$ cat src/rtl/layer_stream_sequencer.sv
// layer_stream_sequencer
//   Sequences one inference through the single-layer datapath. It takes
//   NUM_INPUTS words from the input stream and forwards each one to the
//   layer one cycle later. It then blocks the stream until the layer strobes
//   its result. The NUM_NEURONS results are held for word-by-word readout,
//   and intr stays high while any of them is unread.
//
// Ports
//   s_axi_aclk / s_axi_aresetn    clock, async active-low reset
//   soft_reset                    synchronous clear, same effect as reset
//   axis_in_data[_valid/_ready]   input stream (ready is registered)
//   x_valid / x_in                one-cycle word strobe to the layer
//   layer_o_valid / layer_x_out   layer result strobe and packed results
//   axi_rd_en / axi_rd_data       pop / current result word
//   results_left                  results not yet popped
//   intr                          high while results are pending
//   busy                          loading inputs or waiting on the layer
//   err_unexpected                sticky: layer result seen outside WAIT
module layer_stream_sequencer #(
  parameter int DATA_WIDTH  = 16,
  parameter int NUM_INPUTS  = 784,
  parameter int NUM_NEURONS = 30,
  parameter int CNT_WIDTH   = 16
) (
  input  logic                              s_axi_aclk,
  input  logic                              s_axi_aresetn,
  input  logic                              soft_reset,
  input  logic [DATA_WIDTH-1:0]             axis_in_data,
  input  logic                              axis_in_data_valid,
  output logic                              axis_in_data_ready,
  output logic                              x_valid,
  output logic [DATA_WIDTH-1:0]             x_in,
  input  logic                              layer_o_valid,
  input  logic [NUM_NEURONS*DATA_WIDTH-1:0] layer_x_out,
  input  logic                              axi_rd_en,
  output logic [DATA_WIDTH-1:0]             axi_rd_data,
  output logic [CNT_WIDTH-1:0]              results_left,
  output logic                              intr,
  output logic                              busy,
  output logic                              err_unexpected
);

  typedef enum logic [1:0] {S_IDLE, S_LOAD, S_WAIT, S_READOUT} state_t;

  localparam logic [CNT_WIDTH-1:0] LAST_IN = CNT_WIDTH'(NUM_INPUTS - 1);
  localparam logic [CNT_WIDTH-1:0] NN_CNT  = CNT_WIDTH'(NUM_NEURONS);

  state_t                          state, state_nxt;
  logic [CNT_WIDTH-1:0]            in_cnt;
  logic [NUM_NEURONS*DATA_WIDTH-1:0] hold;
  logic                            xfer, capture, pop;

  assign xfer    = axis_in_data_valid & axis_in_data_ready;
  assign capture = (state == S_WAIT) & layer_o_valid;
  assign pop     = (state == S_READOUT) & axi_rd_en;

  // next-state
  always_comb begin
    state_nxt = state;
    case (state)
      S_IDLE:    if (xfer) state_nxt = S_LOAD;
      S_LOAD:    if (xfer && in_cnt == LAST_IN) state_nxt = S_WAIT;
      S_WAIT:    if (layer_o_valid) state_nxt = S_READOUT;
      S_READOUT: if (axi_rd_en && results_left == CNT_WIDTH'(1)) state_nxt = S_IDLE;
      default:   state_nxt = S_IDLE;
    endcase
  end

  always_ff @(posedge s_axi_aclk or negedge s_axi_aresetn) begin
    if (!s_axi_aresetn)  state <= S_IDLE;
    else if (soft_reset) state <= S_IDLE;
    else                 state <= state_nxt;
  end

  always_ff @(posedge s_axi_aclk or negedge s_axi_aresetn) begin
    if (!s_axi_aresetn) begin
      axis_in_data_ready <= 1'b0;
      x_valid            <= 1'b0;
      x_in               <= '0;
      in_cnt             <= '0;
      hold               <= '0;
      results_left       <= '0;
      intr               <= 1'b0;
      err_unexpected     <= 1'b0;
    end else if (soft_reset) begin
      axis_in_data_ready <= 1'b0;
      x_valid            <= 1'b0;
      x_in               <= '0;
      in_cnt             <= '0;
      hold               <= '0;
      results_left       <= '0;
      intr               <= 1'b0;
      err_unexpected     <= 1'b0;
    end else begin
      // Registered from next-state so the last accepted word drops ready
      // on the very next cycle, with no extra beat slipping through.
      axis_in_data_ready <= (state_nxt == S_IDLE) || (state_nxt == S_LOAD);
      x_valid            <= xfer;
      if (xfer) begin
        x_in   <= axis_in_data;
        in_cnt <= (state_nxt == S_WAIT) ? '0 : in_cnt + CNT_WIDTH'(1);
      end
      // Capture has priority; a pop can only happen in READOUT anyway.
      if (capture) begin
        hold         <= layer_x_out;
        results_left <= NN_CNT;
        intr         <= 1'b1;
      end else if (pop) begin
        hold         <= hold >> DATA_WIDTH;
        results_left <= results_left - CNT_WIDTH'(1);
        if (results_left == CNT_WIDTH'(1)) intr <= 1'b0;
      end
      if (layer_o_valid && state != S_WAIT) err_unexpected <= 1'b1;
    end
  end

  assign axi_rd_data = (state == S_READOUT) ? hold[DATA_WIDTH-1:0] : '0;
  assign busy        = (state == S_LOAD) || (state == S_WAIT);

endmodule

$ cat config.mk
export PLATFORM = sky130hd
export DESIGN_NAME = layer_stream_sequencer
export DESIGN_NICKNAME = d
export VERILOG_FILES = /design/src/rtl/layer_stream_sequencer.sv
export SDC_FILE = /design/constraint.sdc
export NUM_CORES = 1
export LEC_CHECK = 0
export BUFFER_PORTS_ARGS = -buffer_cell sky130_fd_sc_hd__buf_2
export CORE_AREA = 4 4 247 176
export DETAILED_ROUTE_END_ITERATION = 12
export DIE_AREA = 0 0 251 180
export PLACE_DENSITY = 0.92
export SLEW_MARGIN = 30
export SYNTH_ARGS = -nofsm -noshare
export SYNTH_HDL_FRONTEND = slang
export SYNTH_SLANG_ARGS = --single-unit
$ cat constraint.sdc
create_clock -name s_axi_aclk -period 6.4 [get_ports s_axi_aclk]
set_clock_uncertainty 0.05 [all_clocks]
set_input_delay 1.28 -clock s_axi_aclk [delete_from_list [all_inputs] [get_ports s_axi_aclk]]
set_output_delay 1.28 -clock s_axi_aclk [all_outputs]
set_load 0.02 [all_outputs]
==> reports/qor.txt <==
Status: complete, no violations
Overall die width: 251 um
Sequential element share of the synthesized area: 55.71%
Via count: 23.21k
Least-Margin Pin Slew: 0.9801 ns
RSZ-0062 raised after global routing: false
Final hold viol count: 0
Area of the multi-input gates: 9783 um2
TNS Setup: 0 ns
Area grow syn2layout: 20.38%
Setup crit start kind: flop
Clk_lat worst skew: 0.56 ns
DRT Pass-1 Iters: 6
Total clock sinks: 534
I/O Buffers: 554
Syn nets: 3389
Initial Util: 58.68%
Period utilization: 59.73%
Synth top area cells: dfrtp_1 56%, a21oi_1 10%, o21ai_0 9.8%
Commonest non-fill, non-tap cells in the layout: 553 x buf_2, 534 x dfrtp_1, 525 x nand2_1
I/O pins: 555
Area taken by flip-flops and latches: 13360 um2
GRT overflow: 0
Clock transition at the registers of the reported paths: 0.07 ns
Element type at the critical path end: flop
Die H: 180 um
Synth Flop Type: dfrtp_1
Multiplexer share of the synthesized area: 0%
Drt drc: 0
DRT Wirelength: 76580 um
Post-DRT Antenna Nets: 0
Fraction of the mapped netlist area in simple logic gates: 17.96%
Post-synthesis compound-gate area fraction: 21.82%
Crit-path cells: ha_1 -> nand2_4 -> nand2_4 -> buf_4 -> nor2_1 -> a21oi_1
Crit-path slowest cell: nand2_4
Post-CTS resize count: 0
CTS H-tree depth: 2
First-pass GRT wire length: 117500 um
Post-Route Utilization: 70.64%
Total track usage: 32.03%
TritonCTS Buffers: 50
Layout cells sized above 1: 20.70%
Final setup fails: 0
Classification of the worst setup path: flop to flop
Number of synthesized flops with an enable pin: 0
Synthesized area: 23990 um2
Root Driver: clkbuf_16
Area leader, netlist: dfrtp_1
Die area: 45180 um2
Core Box Area: 40880 um2
Synth unique cells: 44
Most common cell after layout, fill and taps aside: buf_2
Critical Path RT: 6.82 ns
Leakage power: 13.02 nW
Mapped Cells: 2880
Final min period: 3.823 ns
CP most frequent cell: nand2_4
Synth async-reset ratio: 100.0%
Slew Limit Fails: 0
Pwr Density: 266.4 nW/um2
Flops & latches, synth: 534
Wire per inst: 19.60 um
Nets: 3794
Max incr delay on CP: 0.87 ns
Max-Cap Viols: 0
Critical Path Fanout Max: 79
Worst vdd ir: 0.2407 mV
Max Root-Sink Buffers: 3
Yosys warnings: 0
Hold Buf Count CTS: 0
Synth top area share: 55.71%
Vias in the first global route: 22.04k
DP HPWL: 49860 um
Fillers: 2950
Gpl congestion: 0.9170
Largest net degree at the start of global routing: 297
1st-iter DRT viols: 3312
Largest family of logic cells by synthesized area: compound AO/OA/AOI/OAI gates
Rel. slew slack: 34.66%
Setup bufs post-CTS: 0
Synth Area per Inst: 8.329 um2
Synth Area in Adders: 0.3651%
Vias per inst: 5.939
WP data arrival: 4.24 ns
CTS tree: done
XOR/XNOR share of the synthesized area: 0.4747%
Worst Hold Class: flop to flop
Max Freq: 261.6 MHz
Initial antenna violation count: 43
Row count: 62
-- routing by layer --
layer  vias up  wire (um)  share of wire [%]  track usage [%]
met2      1323      36300                 47            48.89
met4         6       3493                4.6            14.88
met1     11100      29780                 39            45.10
met5         -         23              0.030                0
li1      10510          -                  -                -
met3       269       6982                9.1            5.894
-- state kept, by name, summed over array words and instances (netlist names) --
name,count
results_left,16
err_unexpected,1
x_valid,1
intr,1
hold,480
in_cnt,16
x_in,16
state,2
axis_in_data_ready,1
-- report_power, final --
group / switching (mW) / internal (mW)
Combinational: 0.433 / 0.283
Clock: 1.32 / 1.93
Sequential: 0.141 / 3.59
Total: 1.89 / 5.80
-- synth_stat cells, types with 2 or more instances --
cell	instances
a21oi_1	495
a22o_1	16
and2_1	20
and3_1	6
buf_1	7
buf_2	2
clkbuf_1	210
dfrtp_1	534
ha_1	7
inv_1	10
nand2_1	527
nand3_1	23
nand4_1	5
nor2_1	486
nor3_1	3
nor4_1	6
o211ai_4	2
o21ai_0	469
o21ai_1	2
o22ai_1	2
o311ai_1	2
o311ai_2	8
or2_2	3
or3_1	4
xnor2_1	7
xor2_1	6
-- critical path, delay by kind of cell, from the launching register on --
| kind | cells | cell delay [ns] |
|---|---|---|
| flip-flops | 1 | 0.45 |
| buffers and inverters | 1 | 0.70 |
| adder cells (fa/ha/maj) | 1 | 0.69 |
| AO/OA/AOI/OAI | 1 | 0.24 |
| AND/OR/NAND/NOR | 3 | 1.52 |
-- cell families (layout without fill, tap and decap cells) --
| logic type | after synthesis | after routing |
|---|---|---|
| simple gates | 1093 | 1093 |
| compound gates | 1002 | 1002 |
| flops | 534 | 534 |
| buf+inv | 231 | 675 |
| xor+xnor | 13 | 13 |
| fa+ha+maj | 7 | 7 |
| other cells | 0 | 40 |
-- through the flow --
stage / total power [mW] / cell area [um2] / hold slack, ns / instances / setup slack, ns
after detailed placement: 4.474 / 26900 / 0.4310 / 3775 / 2.498
after floorplan: 4.089 / 23990 / 0.4109 / 2880 / 3.578
final: 7.694 / 28880 / 0.4550 / 3908 / 2.577
after CTS: 7.694 / 28720 / 0.4502 / 3866 / 2.747
after global routing: 7.967 / 28880 / 0.4712 / 3907 / 2.346
after global placement: 4.447 / 26900 / 0.4219 / 3775 / 2.419
-- path summary, 6_finish.rpt --
kind,from,endpoint,slack (ns),depth (start not counted)
setup / recovery,state[1],hold[378],2.58,6
hold / removal,hold[474],hold[474],0.45,1
setup reg to reg,state[1],hold[378],2.58,6
hold reg to reg,hold[474],hold[474],0.45,1
max in group asynchronous,s_axi_aresetn,hold[291],4.21,3
min in group asynchronous,s_axi_aresetn,hold[378],0.54,1
-- cell type report --
| type | count | share of cell area, % |
|---|---|---|
| multi-input cells | 2115 | 33.88 |
| repair buffers | 574 | 10.74 |
| diodes | 40 | 0.3466 |
| clock inverters | 22 | 1.057 |
| inverters | 10 | 0.1300 |
| well taps | 544 | 2.357 |
| flip-flops and latches | 534 | 46.27 |
| clock buffers | 69 | 5.217 |
Power figures use the tool's default switching activity.
